`src/rtl/fir_pkg.sv`:
```
// Shared definitions for the time-multiplexed FIR filter.
//   fir_state_e : controller states (idle / multiply-accumulate / output)
//   acc_width() : accumulator width that cannot overflow for a given geometry
//   round_sat() : round-half-up, arithmetic right shift, then clip to a signed width
package fir_pkg;

  typedef enum logic [1:0] {StIdle, StMac, StOut} fir_state_e;

  typedef struct packed {
    logic               sat;
    logic signed [63:0] val;
  } rs_result_t;

  // Sum of TAPS products of DATA_W x COEF_W signed values.
  function automatic int unsigned acc_width(int unsigned data_w, int unsigned coef_w,
                                            int unsigned taps);
    return data_w + coef_w + $clog2(taps);
  endfunction

  // Operates on a 64-bit sign-extended value so one function serves any width up to 64.
  function automatic rs_result_t round_sat(logic signed [63:0] v, int unsigned shift,
                                           int unsigned out_w);
    rs_result_t         res;
    logic signed [63:0] r;
    logic signed [63:0] max_v;
    logic signed [63:0] min_v;
    r     = (v + (64'sd1 <<< (shift - 1))) >>> shift;
    max_v = (64'sd1 <<< (out_w - 1)) - 64'sd1;
    min_v = -(64'sd1 <<< (out_w - 1));
    if (r > max_v) begin
      res.val = max_v;
      res.sat = 1'b1;
    end else if (r < min_v) begin
      res.val = min_v;
      res.sat = 1'b1;
    end else begin
      res.val = r;
      res.sat = 1'b0;
    end
    return res;
  endfunction

endpackage

```
`src/rtl/fir_round_sat.sv`:
```
// Rounds and saturates a wide signed value down to the output width.
//   val_i  : signed value, InW bits
//   data_o : round((val_i) / 2^Shift) clipped to signed OutW
//   sat_o  : high when clipping occurred
module fir_round_sat
  import fir_pkg::*;
#(
  parameter int unsigned InW   = 26,
  parameter int unsigned OutW  = 8,
  parameter int unsigned Shift = 6
) (
  input  logic signed [InW-1:0]  val_i,
  output logic signed [OutW-1:0] data_o,
  output logic                   sat_o
);

  rs_result_t res;
  logic       unused_hi;

  always_comb begin
    res = round_sat(64'(val_i), Shift, OutW);
  end

  assign data_o    = res.val[OutW-1:0];
  assign sat_o     = res.sat;
  // Upper bits are a sign extension of data_o after clipping.
  assign unused_hi = ^res.val[63:OutW];

endmodule

```
`src/rtl/param_fir_filter.sv`:
```
// Parameterised FIR filter with a single shared multiplier and an optional integrator.
// A sample is accepted in idle, TAPS multiply-accumulate cycles follow, then one output cycle.
//   clk, reset            : clock (rising edge), asynchronous active-high reset
//   in_valid/in_ready     : sample handshake; in_data is the signed sample
//   coef_we/addr/wdata    : coefficient write port, honoured only while idle
//   mode                  : 0 = plain FIR, 1 = running sum of FIR results
//   integ_clr             : restarts the integrator
//   out_valid             : one-cycle strobe; out_data/out_sat held between strobes
module param_fir_filter
  import fir_pkg::*;
#(
  parameter int unsigned DATA_W = 8,
  parameter int unsigned COEF_W = 8,
  parameter int unsigned TAPS   = 4,
  parameter int unsigned OUT_W  = 8,
  parameter int unsigned SHIFT  = 6
) (
  input  logic                      clk,
  input  logic                      reset,
  input  logic                      in_valid,
  output logic                      in_ready,
  input  logic signed [DATA_W-1:0]  in_data,
  input  logic                      coef_we,
  input  logic [$clog2(TAPS)-1:0]   coef_addr,
  input  logic signed [COEF_W-1:0]  coef_wdata,
  input  logic                      mode,
  input  logic                      integ_clr,
  output logic                      out_valid,
  output logic signed [OUT_W-1:0]   out_data,
  output logic                      out_sat
);

  localparam int unsigned AddrW = $clog2(TAPS);
  localparam int unsigned AccW  = acc_width(DATA_W, COEF_W, TAPS);
  localparam int unsigned IntW  = AccW + 8;
  localparam int unsigned ProdW = DATA_W + COEF_W;

  fir_state_e                state_q, state_d;
  logic signed [DATA_W-1:0]  dly_q  [TAPS];
  logic signed [DATA_W-1:0]  dly_d  [TAPS];
  logic signed [COEF_W-1:0]  coef_q [TAPS];
  logic signed [COEF_W-1:0]  coef_d [TAPS];
  logic signed [AccW-1:0]    acc_q, acc_d;
  logic signed [IntW-1:0]    integ_q, integ_d;
  logic [AddrW-1:0]          k_q, k_d;
  logic                      out_valid_q, out_valid_d;
  logic signed [OUT_W-1:0]   out_data_q, out_data_d;
  logic                      out_sat_q, out_sat_d;

  logic signed [ProdW-1:0]   prod;
  logic signed [IntW-1:0]    rs_in;
  logic signed [OUT_W-1:0]   rs_data;
  logic                      rs_sat;
  logic                      addr_ok;

  assign prod    = coef_q[k_q] * dly_q[k_q];
  assign addr_ok = (32'(coef_addr) < TAPS);

  // Integrator only moves in the output cycle; a clear elsewhere zeroes it, in the
  // output cycle it restarts from the current result.
  always_comb begin
    integ_d = integ_q;
    if (state_q == StOut) begin
      if (integ_clr) begin
        integ_d = IntW'(acc_q);
      end else if (mode) begin
        integ_d = integ_q + IntW'(acc_q);
      end
    end else if (integ_clr) begin
      integ_d = '0;
    end
  end

  assign rs_in = mode ? integ_d : IntW'(acc_q);

  fir_round_sat #(
    .InW  (IntW),
    .OutW (OUT_W),
    .Shift(SHIFT)
  ) u_round_sat (
    .val_i (rs_in),
    .data_o(rs_data),
    .sat_o (rs_sat)
  );

  always_comb begin
    state_d     = state_q;
    dly_d       = dly_q;
    coef_d      = coef_q;
    acc_d       = acc_q;
    k_d         = k_q;
    out_valid_d = 1'b0;
    out_data_d  = out_data_q;
    out_sat_d   = out_sat_q;
    unique case (state_q)
      StIdle: begin
        // A write in the accept cycle lands before the first MAC, so it applies to this sample.
        if (coef_we && addr_ok) begin
          coef_d[coef_addr] = coef_wdata;
        end
        if (in_valid) begin
          dly_d[0] = in_data;
          for (int i = 1; i < TAPS; i++) begin
            dly_d[i] = dly_q[i-1];
          end
          acc_d   = '0;
          k_d     = '0;
          state_d = StMac;
        end
      end
      StMac: begin
        acc_d = acc_q + AccW'(prod);
        k_d   = k_q + 1'b1;
        if (k_q == AddrW'(TAPS - 1)) begin
          state_d = StOut;
        end
      end
      StOut: begin
        out_valid_d = 1'b1;
        out_data_d  = rs_data;
        out_sat_d   = rs_sat;
        state_d     = StIdle;
      end
      default: state_d = StIdle;
    endcase
  end

  always_ff @(posedge clk or posedge reset) begin
    if (reset) begin
      state_q     <= StIdle;
      acc_q       <= '0;
      integ_q     <= '0;
      k_q         <= '0;
      out_valid_q <= 1'b0;
      out_data_q  <= '0;
      out_sat_q   <= 1'b0;
      for (int i = 0; i < TAPS; i++) begin
        dly_q[i]  <= '0;
        coef_q[i] <= '0;
      end
    end else begin
      state_q     <= state_d;
      acc_q       <= acc_d;
      integ_q     <= integ_d;
      k_q         <= k_d;
      out_valid_q <= out_valid_d;
      out_data_q  <= out_data_d;
      out_sat_q   <= out_sat_d;
      for (int i = 0; i < TAPS; i++) begin
        dly_q[i]  <= dly_d[i];
        coef_q[i] <= coef_d[i];
      end
    end
  end

  assign in_ready  = (state_q == StIdle);
  assign out_valid = out_valid_q;
  assign out_data  = out_data_q;
  assign out_sat   = out_sat_q;

endmodule
```
`config.mk`:
```
export PLATFORM = sky130hd
export DESIGN_NAME = param_fir_filter
export DESIGN_NICKNAME = d
export VERILOG_FILES = /design/src/rtl/fir_pkg.sv /design/src/rtl/fir_round_sat.sv /design/src/rtl/param_fir_filter.sv
export SDC_FILE = /design/constraint.sdc
export NUM_CORES = 1
export LEC_CHECK = 0
export ABC_AREA = 1
export BUFFER_PORTS_ARGS = -buffer_cell sky130_fd_sc_hd__buf_2
export CAP_MARGIN = 25
export CORE_ASPECT_RATIO = 1.75
export CORE_UTILIZATION = 35
export DETAILED_ROUTE_END_ITERATION = 16
export GPL_TIMING_DRIVEN = 0
export PLACE_DENSITY_LB_ADDON = 0.08
export SLEW_MARGIN = 20
export SYNTH_ARGS = -nofsm -noshare
export SYNTH_HDL_FRONTEND = slang
export SYNTH_SLANG_ARGS = --single-unit
```
`constraint.sdc`:
```
create_clock -name clk -period 8.7 [get_ports clk]
set_clock_uncertainty 0.2 [all_clocks]
set_input_delay 1.74 -clock clk [delete_from_list [all_inputs] [get_ports clk]]
set_output_delay 1.74 -clock clk [all_outputs]
set_load 0.02 [all_outputs]
```
## Word level (Yosys, flattened, before mapping)

Cells that the tools add are included.

| cells by class | value |
|---|---|
| $add $sub $neg | 4 |
| multiply operators | 1 |
| order comparisons | 5 |
| equal/unequal tests | 5 |
| muxes and demuxes | 24 |
| bitwise operators | 2 |
| reductions and logical operators | 7 |

Operators by type and width:

| cell | number |
|---|---|
| 2-to-1 mux 26 bit | 5 |
| 2-to-1 mux 65 bit | 2 |
| 2-to-1 mux 8 bit | 5 |
| case mux 18 bit (2 select lines) | 1 |
| binary-select mux 8 bit (select 2 bit) | 2 |
| bitwise mux 32 bit | 1 |
| adder 26 x 7 -> 27 bit (second input constant) | 1 |
| adder 26 x 18 -> 26 bit | 1 |
| > comparator 21 x 8 -> 1 bit (second input constant) | 1 |
| < comparator 21 x 8 -> 1 bit (second input constant) | 1 |
| adder 18 x 16 -> 18 bit | 1 |
| 2-to-1 mux 18 bit | 1 |
| demux 8 bit (select 2 bit) | 1 |
| multiplier 8 x 8 -> 16 bit | 1 |
| case mux 2 bit (2 select lines) | 2 |
| AND reduction 2 bit | 4 |
| greater-or-equal comparator 3 bit (second input constant) | 2 |
| 2-to-1 mux 2 bit | 3 |
| NOT 2 -> 3 bit | 2 |
| equality test 2 bit (second input constant) | 2 |
| != test 2 bit (second input constant) | 2 |
| < comparator 3 x 1 -> 1 bit (second input constant) | 1 |
| adder 2 x 1 -> 2 bit (second input constant) | 1 |
| equality test 2 x 1 -> 1 bit (second input constant) | 1 |
| other kinds (4) | 4 |

| word-level totals | value |
|---|---|
| register bits after elaboration | 122 |
| input bits | 24 |
| output and inout port bits | 11 |
| word-level logic and storage cells | 63 |

## Depth between registers and ports, before layout

Gate-level depths: netlist (run 1).

| depth | value |
|---|---|
| word-level depth | 9 |
| depth in mapped cells | 37 |
| gate-level depth less buffers | 36 |

## Hierarchy

Synthesis (run 1) repeated with hierarchy kept, for this count alone.

| unflattened totals | value |
|---|---|
| cells, all modules | 1634 |
| area total of the unflattened synthesis | 11767.5 um2 |

Modules (own cells, without submodules):

| module | instances | cells an instance | area each (um2) | seq. area each (um2) |
|---|---|---|---|---|
| param_fir_filter | 1 | 1473 | 10999.3 | 3052.9 |
| fir_round_sat | 1 | 161 | 768.2 | 0.0 |

## Worst setup path after synthesis (run 1)

OpenSTA, ideal clock, no wires.

| timing | value |
|---|---|
| path type | reg2reg |
| start | register k_q[0] |
| end | register acc_q[16] |
| library setup time | 130 ps |
| arrival time | 5943 ps |
| required time | 8370 ps |
| path slack | 2427 ps |
| stages on the path, launching flop included | 31 |
| path buffers | 2 |
| period minus slack after synthesis | 6273 ps |
| cell sequence | dfrtp_1 -> clkbuf_1 -> inv_2 -> clkbuf_1 -> o21ai_0 -> o22ai_1 -> nand2_1 -> fa_1 -> fa_1 -> inv_1 -> fa_1 -> fa_1 -> fa_1 -> ha_1 -> inv_1 -> nor2_1 -> nor2_1 -> nor2_1 -> o21ai_0 -> nand2_1 -> nand2_1 -> nand2_1 -> a21oi_1 -> nor2_1 -> o21ai_0 -> nand2_1 -> nand2_1 -> nand2_1 -> a21oi_1 -> xor2_1 -> o22ai_1 |

| between the ends | value |
|---|---|
| longest elaborated chain between the ends | 7 |
| elaborated cells between the ends (all ways) | 10 |
| those cells by class | add/sub: 1; mul: 1; mux: 7; bitwise: 1 |

RTL lines:

| item | RTL line | text |
|---|---|---|
| start: declaration | param_fir_filter.sv:45 | `logic [AddrW-1:0] k_q, k_d;` |
| start signal: assignment | param_fir_filter.sv:145 | `k_q <= k_d;` |
| NOT 2 -> 3 bit (implied by the code) (*) | param_fir_filter.sv:56 | `assign prod = coef_q[k_q] * dly_q[k_q];` |
| binary-select mux 8 bit (select 2 bit) | param_fir_filter.sv:56 |  |
| 2-to-1 mux 8 bit (implied by the code) (2 in series) | param_fir_filter.sv:56 |  |
| multiplier 8 x 8 -> 16 bit (*) | param_fir_filter.sv:56 |  |
| adder 18 x 16 -> 18 bit (*) | param_fir_filter.sv:112 | `acc_d = acc_q + AccW'(prod);` |
| case mux 18 bit (2 select lines) (*) | param_fir_filter.sv:95 | `unique case (state_q)` |
| end signal: assignment | param_fir_filter.sv:131 | `acc_q <= '0;` |
| end signal: assignment | param_fir_filter.sv:143 | `acc_q <= acc_d;` |
| end: declaration | param_fir_filter.sv:43 | `logic signed [AccW-1:0] acc_q, acc_d;` |

Mark *: on every way between the ends. The rest lies on a longest branch, timed or not. The select of a mux whose other input is x is not followed.
A chain may end at the register's enable or synchronous reset.

## Worst setup path after layout (run 1)

Ends and elaborated chain as after synthesis.

==> flow_metrics.py, run 1 <==
metrics = {
    "place": {
        "dpl_worst_slack_ps": 1110,
        "dp.cells": 2107,
        "hpwl_um": 30600,
        "place_congestion": 0.876,
        "io_buffers": 33,
    },
    "synth": {
        "netlist_top_cells_count": "nand2_1 (582), inv_1 (253), dfrtp_1 (122)",
        "yosysWarningCount": 0,
        "ys.flop_type": "dfrtp_1",
        "syn-mean-instance-area_sq_um": 7.01,
        "syn_nets": 1841,
        "synth-compound-area-share_pct": 9.53,
        "syn_inst": 1667,
        "synth-simple-area-share_pct": 31.6,
        "synth_area_sq_um": 11700,
        "synth-edff-count": 0,
        "synthMuxAreaShare_pct": 0,
        "synth_top_family_by_area": "simple AND/OR/NAND/NOR gates",
        "async_flop_share_pct": 100,
        "synthTopCellsByArea": "dfrtp_1 (26%), nand2_1 (19%), fa_1 (14%), inv_1 (8.1%), ha_1 (7.4%)",
        "yosysSeqAreaShare_pct": 26.1,
        "ys_seq_elements": 122,
        "yosysMostFrequentCell": "nand2_1",
        "synth_fa_ha_area_share_pct": 21.3,
        "synth_area_leader_cell": "dfrtp_1",
        "synth.top_cell.area_share_pct": 26.1,
        "synthXorXnorAreaFrac_pct": 1.13,
        "synth_cell_type_count": 44,
    },
    "sta": {
        "worst_pin_slew_ps": 1080,
        "post-route-period-util_pct": 86.8,
        "worst_slack_ps": 1140,
        "final-hold-violation-count": 0,
        "rsz0062_at_grt": "false",
        "fin_setup_tns_ps": 0,
        "finalCriticalPeriod_ps": 7560,
        "finalSetupViolCount": 0,
        "relSlewSlack_pct": 28.0,
        "drv_slew": 0,
        "fmax_ghz": 0.132,
    },
    "clock_network": {
        "clkLatencyLatePin_ps": 440,
        "h-tree-depth": 4,
        "cts_tree": "built",
        "holdBufCountCts": 0,
        "root_buffer": "clkbuf_16",
        "clk_pin_slew_ps": 60,
        "post_cts_resized": 0,
        "cts_setup_buffers": 0,
        "cts_buffer_depth": 2,
        "numCtsBuffers": 17,
        "cts_sinks": 122,
    },
    "die": {
        "die_y_um": 244,
        "die_x_um": 140,
        "dieArea_sq_um": 34100,
        "rows": 88,
        "ios": 35,
        "start_util_pct": 35.5,
        "core_area_sq_um": 32900,
    },
    "routing": {
        "drt-total-wl_um": 36100,
        "wl_per_cell_um": 16.9,
        "drt-vias-per-instance": 4.93,
        "dr.pass1.iters": 5,
        "drtIter0Drc": 370,
        "drc": 0,
        "postRouteAntennaNets": 0,
        "dr_total_vias": 10551,
    },
    "grt": {
        "grt_antenna_before_repair": 0,
        "grt_start_max_net_pins": 70,
        "globalRouteTotalUtil_pct": 22.4,
        "grt.overflow.total": 0,
        "grt_pass1_vias": 10927,
        "grt_pass1_wl_um": 57600,
    },
    "critical_path": {
        "critical_path_class": "flop to flop",
        "cp_slowest_stage_delay_ps": 840,
        "worst_ep_arrival_time_ps": 7650,
        "r2r-start": "k_q[0]",
        "ff2ff_setup_slack_ps": 1140,
        "crit_top_cell": "nand2_1",
        "crit_path_end": "acc_q[16]",
        "r2r_cells": 30,
        "crit_path_start": "k_q[0]",
        "crit_path_start_kind": "flop",
        "r2r-end": "acc_q[16]",
        "cp_slowest_cell": "o22ai_1",
        "cp.required_ps": 8800,
        "end_kind": "flop",
        "cp_max_fo": 10,
    },
    "finish": {
        "area_delta_synth_final_pct": 11.5,
        "stdcell_count": 2139,
        "final_nets": 1895,
        "n_antenna_cell": 0,
        "drive_gt1_share_pct": 9.23,
    },
    "outcome": {
        "status": "finished, final reports clean",
    },
    "hold_path": {
        "min_path_type": "flop to flop",
    },
    "flow_run": {
        "cap_violations": 0,
    },
}
==> metal layers <==
metal	global-route usage, %	vias to the layer above	part of all wire [%]
met3	2.61	73	1.6
met4	13.4	0	5.6
met2	46.4	149	59
met5	0	-	0
li1	-	5325	-
met1	19.9	5004	34
==> cell families (layout without fill, tap and decap cells) <==
group,count (synthesis),after routing
AOI/OAI and AO/OA,196,196
xor gates and xnor gates,15,15
adders and majority gates,150,150
buffers and inverters,318,385
DFF,122,122
and+or+nand+nor,866,866
==> critical path: cells and delay by family, from the launching register on <==
family	cells	cell delay (ps)
fa+ha+maj	6	2900
compound gates	7	1710
buf+inv	5	1070
simple gates	11	980
flops	1	380
xor+xnor	1	160
==> worst min path at each step <==
| stage | start | endpoint | cells past startpoint |
|---|---|---|---|
| CTS | out_data[6] | out_data[6] | 2 |
| global placement | out_data[6] | out_data[6] | 2 |
| floorplan | dly_q[0] | dly_q[0] | 2 |
| finish | out_sat | out_sat | 2 |
| detailed placement | out_data[6] | out_data[6] | 2 |
| global route | coef_q[24] | coef_q[24] | 2 |
==> sequential cells by signal, summed over array words and instances (netlist names) <==
register,cells
integ_q,26
out_sat,1
k_q,2
out_data,8
dly_q,32
state_q,2
acc_q,18
coef_q,32
out_valid,1
==> cell type report <==
class                   instances  area, sq um
clock inverters                14          185
multi-input cells            1227         7420
clock buffers                  18          439
inverters                     277         1050
repair buffers                 35          200
plain buffers                  41          169
fillers                      3499        19900
well taps                     405          507
flip-flops and latches        122         3050
==> cell usage in the layout (no fill, tap or decap), types with 19 or more instances in the layout <==
master and n:
ha_1 69, nand3_1 86, nand4_1 19, nor2_1 104, o21ai_0 79, inv_2 22, inv_1 252, a21oi_1 64
nand2_1 582, fa_1 81, dfrtp_1 122, clkbuf_1 30, nand2_2 25, buf_2 42
==> through the flow <==
stage / hold slack [ps] / util [%] / instance area [sq um]
after global routing: 302 / 39.5 / 13000
after detailed placement: 261 / 37.6 / 12400
final: 274 / 39.5 / 13000
after CTS: 277 / 39.5 / 13000
after global placement: 261 / 37.5 / 12300
after floorplan: 249 / - / 11700
Power of run 1 is not shown: default switching activity piles up to over one toggle a cycle in this logic, so the estimate is an artifact.
==> run 2, diff against run 1 <==
Settings changed: CORE_UTILIZATION 35 to 65, CTS_CLUSTER_DIAMETER set to 100.
==> run 2 against run 1 <==
Against the previous run:
- die area is 46% lower
- sequential share of layout area is 0.41 points higher
- non-clock buffer count stayed put
- critical path depth stayed put
- fmax is 1.3% higher
- design area is 1.7% lower
- sequential cell count stayed put
- utilization is 33 points higher
- final cell count is 8.2% lower
- global-route usage is 18 points higher
==> flow_metrics.py, run 2 (synthesized netlist as in run 1, its figures left out) <==
metrics = {
    "finish": {
        "n_antenna_cell": 0,
        "layout_common_cells": "nand2_1 (582), inv_1 (252), dfrtp_1 (122)",
        "fillerInstances": 1448,
        "final_util_pct": 73.0,
        "final_common_cell": "nand2_1",
        "area_delta_synth_final_pct": 9.57,
        "top_regs": "coef_q: 32 flops, dly_q: 32 flops, integ_q: 26 flops",
        "final_nets": 1895,
        "drive_gt1_share_pct": 9.17,
        "stdcell_count": 1964,
    },
    "sta": {
        "worst_pin_slew_ps": 1050,
        "finalCriticalPeriod_ps": 7460,
        "rsz0062_at_grt": "false",
        "relSlewSlack_pct": 29.9,
        "post-route-period-util_pct": 85.7,
        "finalSetupViolCount": 0,
        "drv_slew": 0,
        "final-hold-violation-count": 0,
        "fmax_ghz": 0.134,
        "fin_setup_tns_ps": 0,
    },
    "hold_path": {
        "hold_path_startpoint": "out_sat",
        "worstHoldEndpoint": "out_sat",
        "min_path_type": "flop to flop",
        "min_path_cells": 2,
    },
    "critical_path": {
        "crit_path_start_kind": "flop",
        "critical_path_class": "flop to flop",
        "r2r-end": "acc_q[16]",
        "worst_ep_arrival_time_ps": 7550,
        "end_kind": "flop",
        "ff2ff_setup_slack_ps": 1240,
        "crit_top_cell": "nand2_1",
        "cp_slowest_cell": "o22ai_1",
        "r2r_cells": 30,
        "cp_max_fo": 10,
        "r2r-start": "k_q[0]",
        "cp.required_ps": 8790,
        "cp_slowest_stage_delay_ps": 750,
    },
    "die": {
        "rows": 64,
        "die_y_um": 179,
        "start_util_pct": 66.6,
        "dieArea_sq_um": 18500,
        "ios": 35,
        "die_x_um": 103,
        "core_area_sq_um": 17500,
    },
    "clock_network": {
        "cts_tree": "built",
        "cts_setup_buffers": 0,
        "clkLatencyLatePin_ps": 440,
        "numCtsBuffers": 17,
        "h-tree-depth": 4,
        "cts_sinks": 122,
        "root_buffer": "clkbuf_16",
        "cts_buffer_depth": 2,
        "holdBufCountCts": 0,
        "post_cts_resized": 0,
        "clk_pin_slew_ps": 60,
    },
    "routing": {
        "postRouteAntennaNets": 0,
        "drt-vias-per-instance": 5.66,
        "dr.pass1.iters": 6,
        "drc": 0,
        "drt-total-wl_um": 34500,
        "drtIter0Drc": 605,
        "dr_total_vias": 11122,
        "wl_per_cell_um": 17.5,
    },
    "flow_run": {
        "cap_violations": 0,
    },
    "outcome": {
        "status": "finished, final reports clean",
    },
    "grt": {
        "grt_antenna_before_repair": 0,
        "grt_pass1_wl_um": 54600,
        "globalRouteTotalUtil_pct": 40.3,
        "grt_start_max_net_pins": 66,
        "grt.overflow.total": 0,
        "grt_pass1_vias": 11394,
    },
    "place": {
        "hpwl_um": 26900,
        "dp.cells": 1932,
        "place_congestion": 0.981,
        "io_buffers": 33,
    },
}
## run 2: cell types whose count changed in the layout (fill, tap and decap cells not counted), sizes merged
| cell | before | now |
|---|---|---|
| inv | 280 | 277 |
| buf | 46 | 45 |
| clkinvlp | 1 | 2 |
| clkinv | 7 | 8 |
| bufinv | 3 | 4 |
## run 2: worst max-delay path, delay by kind of cell, from the launching register on
family,cells,cell delay [ps]
compound gates,7,1610
xor+xnor,1,150
fa+ha+maj,6,2950
buf+inv,5,1030
flops,1,380
simple gates,11,990
## run 2: worst max path at each step
| stage | start | endpoint | slack, ps | cells after the start |
|---|---|---|---|---|
| after global placement | k_q[0] | acc_q[16] | 1420 | 30 |
| after detailed placement | k_q[0] | acc_q[16] | 1340 | 30 |
| after global routing | k_q[0] | acc_q[15] | 760 | 30 |
| after CTS | k_q[0] | acc_q[16] | 1330 | 30 |
| final | k_q[0] | acc_q[16] | 1240 | 30 |
| after floorplan | k_q[0] | acc_q[16] | 2430 | 30 |
## run 2: stage by stage
stage | hold WS (ps) | setup WS [ps] | area [sq um]
2_1_floorplan | 249 | 2430 | 11700
4_1_cts | 277 | 1330 | 12800
6_report | 274 | 1240 | 12800
3_3_place_gp | 259 | 1420 | 12100
3_5_place_dp | 260 | 1340 | 12200
5_1_grt | 302 | 756 | 12800
## run 2: layer usage
layer,track usage (%),vias up,part of all wire [%],routed length [um]
li1,-,5332,-,-
met2,71.2,409,51,17700
met5,0,-,0,0
met1,35.5,5163,32,11000
met4,40.4,0,11,3760
met3,9.55,218,5.9,2040
## run 2: layout make-up
cell class | instances | area [sq um] | share of cell area, %
Buffer | 41 | 169 | 1.32
Inverter | 277 | 1040 | 8.17
Clock inverter | 14 | 198 | 1.55
Multi-Input combinational cell | 1227 | 7420 | 58.0
Timing Repair Buffer | 35 | 200 | 1.56
Clock buffer | 17 | 425 | 3.32
Sequential cell | 122 | 3050 | 23.9
Tap cell | 231 | 289 | 2.26
Power of run 2 is left out for the same reason.
